File: src/rtl/ws_tdm_gen.sv
// rtl/ws_tdm_gen.sv - TDM word-select / frame-sync generator with per-slot FIFO strobes
module ws_tdm_gen #(
    parameter int CH_MAX     = 8,
    parameter int SLOT_W_MAX = 32,
    localparam int CW = $clog2(CH_MAX),
    localparam int BW = $clog2(SLOT_W_MAX)
) (
    input  logic              sclk,
    input  logic              rst,
    input  logic              en,
    input  logic              mode,
    input  logic [1:0]        fmt,
    input  logic [CW-1:0]     num_ch_m1,
    input  logic [BW-1:0]     slot_bits_m1,
    input  logic [CH_MAX-1:0] slot_mask,
    input  logic              tx_empty,
    input  logic              rx_full,
    output logic              ws,
    output logic [CW-1:0]     ch_idx,
    output logic [BW-1:0]     bit_idx,
    output logic              frame_start,
    output logic              tx_ren,
    output logic              rx_wen,
    output logic              busy
);

    typedef enum logic [1:0] {
        ST_IDLE = 2'd0,
        ST_LEAD = 2'd1,
        ST_RUN  = 2'd2
    } state_t;

    localparam logic [1:0]    FMT_I2S  = 2'd0;
    localparam logic [1:0]    FMT_LJ   = 2'd1;
    localparam logic [1:0]    FMT_DSPA = 2'd2;
    localparam logic [1:0]    FMT_DSPB = 2'd3;
    localparam logic [BW-1:0] SB_MIN   = BW'(7);
    localparam logic [CW:0]   ONE_W    = {{CW{1'b0}}, 1'b1};

    state_t              state_q, state_d;
    logic [CW-1:0]       ch_q, ch_d;
    logic [BW-1:0]       bit_q, bit_d;
    logic [1:0]          fmt_q, fmt_d;
    logic [CW-1:0]       nch_q, nch_d;
    logic [BW-1:0]       sb_q, sb_d;
    logic                mode_q, mode_d;
    logic [CH_MAX-1:0]   mask_q, mask_d;
    logic                cont_q, cont_d;
    logic                ws_q, ws_d;
    logic                fs_q, fs_d;
    logic                tx_q, tx_d;
    logic                rx_q, rx_d;

    logic                data_ok;
    logic [CW-1:0]       cfg_nch;
    logic [BW-1:0]       cfg_sb;
    logic                load;
    logic                frame_last_d;

    // Level of ws for a given frame position. cont tells whether another
    // frame follows, which only matters on the frame's last bit.
    function automatic logic ws_calc(
        input logic [1:0]    f,
        input logic [CW-1:0] n,
        input logic [BW-1:0] sb,
        input logic [CW-1:0] c,
        input logic [BW-1:0] b,
        input logic          cont
    );
        logic [CW:0] half;
        logic [CW:0] c_w;
        logic [CW:0] c_nxt;
        logic        last_bit;
        logic        last_slot;
        logic        r;
        half      = ({1'b0, n} + ONE_W) >> 1;
        c_w       = {1'b0, c};
        c_nxt     = c_w + ONE_W;
        last_bit  = (b == sb);
        last_slot = (c == n);
        r         = 1'b0;
        case (f)
            FMT_LJ:   r = (c_w < half);
            FMT_DSPB: r = (c == '0) && (b == '0);
            FMT_DSPA: r = last_bit && last_slot && cont;
            default: begin
                // I2S runs one bit ahead: the last bit of a slot already
                // carries the following slot's level.
                if (last_bit) begin
                    r = last_slot ? !cont : (c_nxt >= half);
                end else begin
                    r = (c_w >= half);
                end
            end
        endcase
        return r;
    endfunction

    assign data_ok = en & (mode ? !rx_full : !tx_empty);

    // Clamp the live configuration to the supported minimums before shadowing.
    always_comb begin
        cfg_sb  = (slot_bits_m1 < SB_MIN) ? SB_MIN : slot_bits_m1;
        cfg_nch = num_ch_m1;
        if (((fmt == FMT_I2S) || (fmt == FMT_LJ)) && (num_ch_m1 == '0)) begin
            cfg_nch = CW'(1);
        end
    end

    // Next-state, counter, shadow and registered-output logic.
    always_comb begin
        state_d = state_q;
        ch_d    = ch_q;
        bit_d   = bit_q;
        fmt_d   = fmt_q;
        nch_d   = nch_q;
        sb_d    = sb_q;
        mode_d  = mode_q;
        mask_d  = mask_q;
        cont_d  = cont_q;
        ws_d    = ws_q;
        fs_d    = 1'b0;
        tx_d    = 1'b0;
        rx_d    = 1'b0;
        load    = 1'b0;

        case (state_q)
            ST_IDLE: begin
                ch_d  = '0;
                bit_d = '0;
                if (data_ok) begin
                    load    = 1'b1;
                    state_d = ((fmt == FMT_I2S) || (fmt == FMT_DSPA)) ? ST_LEAD : ST_RUN;
                end
            end
            ST_LEAD: begin
                ch_d    = '0;
                bit_d   = '0;
                state_d = ST_RUN;
            end
            ST_RUN: begin
                if (bit_q == sb_q) begin
                    bit_d = '0;
                    if (ch_q == nch_q) begin
                        ch_d = '0;
                        if (cont_q) begin
                            load = 1'b1;
                        end else begin
                            state_d = ST_IDLE;
                        end
                    end else begin
                        ch_d = ch_q + 1'b1;
                    end
                end else begin
                    bit_d = bit_q + 1'b1;
                end
            end
            default: begin
                state_d = ST_IDLE;
                ch_d    = '0;
                bit_d   = '0;
            end
        endcase

        if (load) begin
            fmt_d  = fmt;
            nch_d  = cfg_nch;
            sb_d   = cfg_sb;
            mode_d = mode;
            mask_d = slot_mask;
        end

        // The continue/stop decision is taken as the frame's last bit begins,
        // so ws on that bit and the wrap on the following edge agree.
        frame_last_d = (state_d == ST_RUN) && (bit_d == sb_d) && (ch_d == nch_d);
        if (frame_last_d) begin
            cont_d = data_ok;
        end

        case (state_d)
            ST_LEAD: ws_d = (fmt_d == FMT_DSPA);
            ST_RUN:  ws_d = ws_calc(fmt_d, nch_d, sb_d, ch_d, bit_d, cont_d);
            default: ws_d = (fmt == FMT_I2S);
        endcase

        if (state_d == ST_RUN) begin
            fs_d = (ch_d == '0) && (bit_d == '0);
            tx_d = (bit_d == '0) && mask_d[ch_d] && !mode_d;
            rx_d = (bit_d == '0) && mask_d[ch_d] && mode_d;
        end
    end

    // State, counters, shadows and outputs advance on the falling sclk edge.
    always_ff @(negedge sclk or posedge rst) begin
        if (rst) begin
            state_q <= ST_IDLE;
            ch_q    <= '0;
            bit_q   <= '0;
            fmt_q   <= '0;
            nch_q   <= '0;
            sb_q    <= '0;
            mode_q  <= 1'b0;
            mask_q  <= '0;
            cont_q  <= 1'b0;
            ws_q    <= 1'b0;
            fs_q    <= 1'b0;
            tx_q    <= 1'b0;
            rx_q    <= 1'b0;
        end else begin
            state_q <= state_d;
            ch_q    <= ch_d;
            bit_q   <= bit_d;
            fmt_q   <= fmt_d;
            nch_q   <= nch_d;
            sb_q    <= sb_d;
            mode_q  <= mode_d;
            mask_q  <= mask_d;
            cont_q  <= cont_d;
            ws_q    <= ws_d;
            fs_q    <= fs_d;
            tx_q    <= tx_d;
            rx_q    <= rx_d;
        end
    end

    assign ws          = ws_q;
    assign ch_idx      = ch_q;
    assign bit_idx     = bit_q;
    assign frame_start = fs_q;
    assign tx_ren      = tx_q;
    assign rx_wen      = rx_q;
    assign busy        = (state_q != ST_IDLE);

endmodule

File: config.mk
export PLATFORM = sky130hd
export DESIGN_NAME = ws_tdm_gen
export DESIGN_NICKNAME = d
export VERILOG_FILES = /design/src/rtl/ws_tdm_gen.sv
export SDC_FILE = /design/constraint.sdc
export NUM_CORES = 1
export LEC_CHECK = 0
export CORE_UTILIZATION = 49
export CTS_CLUSTER_DIAMETER = 200
export CTS_CLUSTER_SIZE = 14
export DETAILED_ROUTE_END_ITERATION = 8
export GPL_TIMING_DRIVEN = 0
export HOLD_SLACK_MARGIN = 0.02
export PLACE_DENSITY = 0.75
export SLEW_MARGIN = 40
export SYNTH_ARGS = -nofsm -noshare
export SYNTH_HDL_FRONTEND = slang
export SYNTH_SLANG_ARGS = --single-unit
File: constraint.sdc
create_clock -name sclk -period 3.5 [get_ports sclk]
set_input_delay 0.525 -clock sclk [delete_from_list [all_inputs] [get_ports sclk]]
set_output_delay 0.525 -clock sclk [all_outputs]
set_load 0.02 [all_outputs]
== After elaboration in Yosys (flattened, before gate mapping) ==
Index checks and enable logic that the tools add are counted.
W data, S select, Z words.
Word-level totals
  output and inout port bits: 13
  input bits: 24
  bits in registers: 34
  logic and storage cells: 91
Operators by class
  order comparisons: 5
  multiplexer cells: 34
  bitwise logic cells: 1
  reductions and logical operators: 21
  equal/unequal tests: 13
  add/sub/neg operators: 4
Operators with widths (number)
  $mux W5: 4
  $mux W3: 5
  $mux W1: 13
  $mux W2: 6
  $eq A2 B2 Y1 const B: 5
  $eq A5 B5 Y1: 2
  $logic_and A1 B1 Y1: 9
  $add A3 B1 Y4 const B: 2
  $eq A2 B1 Y1 const B: 4
  $mux W8: 1
  $eq A3 B3 Y1: 2
  $logic_not A3 Y1: 2
  $pmux W2 S3: 1
  $add A5 B1 Y5 const B: 1
  $logic_not A5 Y1: 1
  $lt A5 B3 Y1 const B: 1
  $ge A4 B3 Y1: 1
  $logic_not A1 Y1: 4
  $logic_not A2 Y1: 2
  $lt A3 B4 Y1 const B: 1
  $pmux W1 S2: 2
  $add A3 B1 Y3 const B: 1
  $bmux W1 S3: 1
  $ge A3 B3 Y1: 1
  5 further kinds: 6

== Logic depth before layout (Yosys ltp) ==
  depth in word-level cells: 15
  gate-level depth with buffers: 18
  depth with buffers taken out: 15

==> summary.md <==
| Metric | Value |
|---|---|
| Largest net degree at the start of global routing | `35` |
| Simple logic cell fraction of the synthesized area | `0.180` |
| EDFF count, synth | `0` |
| Synth Area in Adders | `0.0706` |
| Setup TNS | `-3200 ps` |
| Largest family of logic cells by synthesized area | `simple AND/OR/NAND/NOR gates` |
| Mapped Area | `2300 um2` |
| Final setup vio count | `5` |
| First-pass GRT wire length | `8660 um` |
| HP Class | `reg2reg` |
| Async SR Flop Fraction | `1.00` |
| Crit path max fanout | `4` |
| Mux cell area share after synthesis | `0.113` |
| CTS clock-pin slew for the worst setup and hold paths | `50 ps` |
| Vias in the first global route | `1892` |
| CP Launch Type | `primary input` |
| Die height | `about 71 um` |
| # clock sinks | `34` |
| Detail Placement HPWL | `~3800 um` |
| Die Wd | `70.6 um` |
| Latest clock arrival within the worst-skew pair | `300 ps` |
| Yosys reg bits | `34` |
| Area share of the largest cell type after synthesis | `0.369` |
| Sequential fraction of the synthesis area | `0.369` |
| Main synth FF type | `dfrtn_1` |
| Worst slew pin tran | `between 700 and 800 ps` |
| R2R Setup Slk | `-210 ps` |
| Top delay family on crit path | `compound AO/OA/AOI/OAI gates` |
| Crit path from | `mode` |
| Routed Antenna Nets | `0` |
| Nets | `roughly 330` |
| Root Buffer | `clkbuf_8` |
| DR WL/cell | `15.9 um` |
| Synth cell types | `55` |
| Reg2Reg Depth | `18` |
| H-tree level count | `2` |
| Post-DP Area | `2790 um2` |
| Post-synthesis compound-gate area fraction | `0.137` |
| Pre-CTS setup slack | `-2320 ps` |
| Final slew viol count | `0` |
| Crit path buf inv count | `3` |
| Outcome | `finished with violations` |
| Post-synthesis xor/xnor area fraction | `0.0793` |
| Slack of the critical path | `-1270 ps` |
| Clock buffer depth | `2` |
| Max cap viols | `0` |
| Area growth syn-to-layout | `34.5%` |
| Critical Path End Type | `flip-flop` |
| Worst Path Required | `2040 ps` |
| Leak Pwr | `approximately 0.0015 uW` |
| Avg Vias per Cell | `around 5.7` |
| DRT Pass-1 Iters | `6` |
| CTS Buf Count | `5` |
| Fin area | `3100 um2` |
| CTS tree | `done` |
| Failing checks | `design-rule violations, negative setup slack` |
| Synth Warn # | `0` |
| Max Clock Skew | `4.32 ps` |
| Top cells by count, synth | `34 x dfrtn_1, 19 x nor2_1, 18 x inv_1` |
| CP Depth | `16` |
| Final Hold Vio Count | `0` |
| CP max stage cell | `ha_1` |
| Antenna cells | `0` |
| Kind of critical path | `in2reg` |
| Core area | `4440 um2` |
| Initial antenna violation count | `0` |
| Num rows | `24` |
| Drt drc | `8` |
| Pwr Density | `928 nW/um2` |
| Relative slew margins | `0.510` |
| Fin util | `0.698` |
| Total number of vias | `roughly 2000` |
| CP Cell Sequence | `buf_8 > mux2i_4 > nand2_2 > nand2_4 > buf_12 > mux2i_4 > inv_2 > ha_4 > xor2_2 > ha_1 > nor2b_1 > o21a_1 > o21a_1 > o311ai_2 > o21ba_4 > a311oi_2` |
| GRT Total Usage | `0.229` |
| Critical path arrival | `3310 ps` |
| Mapped Cells | `228` |
| PortBufs | `36` |
| Grt total ovfl | `0` |
| Unrepaired setup endpoints after global routing | `yes` |
| Worst r2r dst | `ws` |
| WL final | `5500 um` |
| Initial Utilization | `0.519` |
| Syn_nets | `265` |
| Layout cell share with drive strength beyond 1 | `0.298` |
| Worst setup path endpoint | `ws` |
| Num ports | `37` |
| Top-count cell post-synth | `dfrtn_1` |
| Post-Syn Area per Cell | `10.1 um2` |
| Gp weighted congestion | `0.808` |
| Slowest stage delay, CP | `290 ps` |
| Die Footprint | `4980 um2` |
| Synth area leaders | `dfrtn_1 37%, ha_1 7.1%, mux2i_1 3.9%` |
| DRT iter0 DRCs | `91` |
| WHS | `428 ps` |
| FF-to-FF Start | `bit_idx[2]` |
| Peak VDD IR | `0.593 mV` |
| Area leader, netlist | `dfrtn_1` |
==> sequential cells by signal (all words and copies together), names as in the netlist, 2 cells and up <==
signal	cells
bit_idx	5
ch_idx	3
fmt_q	2
mask_q	8
nch_q	3
sb_q	5
state_q	2
==> layer usage <==
| layer | wire (um) | GRT usage | part of all wire | up-vias |
|---|---|---|---|---|
| li1 | - | - | - | 950 |
| met1 | 2480 | 0.288 | 0.45 | 972 |
| met2 | 2700 | 0.380 | 0.49 | 46 |
| met4 | 127 | 0.107 | 0.023 | 0 |
| met5 | 0 | 0 | 0 | - |
| met3 | 199 | 0.0470 | 0.036 | 11 |
==> cell usage in the layout (no fill, tap or decap), drive strengths merged, types with 2 or more instances in the layout <==
cell / instances
dfrtn: 34
buf: 32
nor2: 19
inv: 18
dlygate4sd2: 15
clkdlybuf4s50: 14
ha: 13
nand2: 12
mux2: 11
clkbuf: 11
xor2: 10
xnor2: 10
mux2i: 10
nor3: 8
a21oi: 8
nand4: 6
nand3: 6
nor2b: 5
nand2b: 4
o211ai: 4
o21ai: 4
and2: 4
a21o: 3
o211a: 3
a31oi: 3
and4: 2
a32o: 2
or2: 2
and3: 2
o21a: 2
nor3b: 2
nor4: 2
==> metrics by stage <==
stage          instances  total power, uW
2_1_floorplan        228             1960
3_3_place_gp         316             2340
3_5_place_dp         316             2370
5_1_grt              347             3090
6_report             347             2880
4_1_cts              341             2820
==> logic make-up after synthesis <==
kind of cell | count (synthesis)
compound gates | 40
mux | 22
flops | 34
xor+xnor | 20
fa+ha+maj | 13
simple gates | 75
buf+inv | 24
==> layout make-up <==
cell class / count / area, um2
Timing Repair Buffer: 59 / 497
Fill cell: 336 / 1340
Clock inverter: 1 / 5.00
Clock buffer: 7 / 86.3
Inverter: 18 / 67.6
Buffer: 6 / 58.8
Tap cell: 52 / 65.1
Multi-Input combinational cell: 170 / 1470
Sequential cell: 34 / 851
==> worst min-delay path by stage <==
stage / from / end / slack [ps] / cells after the start
after global placement: mask_q[2] / mask_q[2] / 430 / 2
after CTS: mask_q[2] / mask_q[2] / 440 / 2
after global routing: mask_q[5] / mask_q[5] / 450 / 1
after detailed placement: mask_q[2] / mask_q[2] / 430 / 2
after floorplan: mask_q[3] / mask_q[3] / 410 / 2
final: mask_q[2] / mask_q[2] / 430 / 2
==> tightest hold or removal path, cell delays in order (launching register included) <==
cell	delay [ps]
dfrtn_1	380
mux2i_1	80
inv_1	50
==> where the power goes <==
part           internal, uW  switching (uW)  leakage (uW)
Clock                   159             148     0.0000482
Sequential              580             121      0.000414
Combinational           913             959       0.00101
==> repair_timing <==
item                                   in CTS  in global routing
setup endpoints to repair                  36                  9
pin swaps                                  12                  6
hold buffers                                0                  0
setup buffers                              17                  6
resized for setup                          54                 10
endpoints found under the hold margin       0                  0
(Power assumes the default switching activity.)
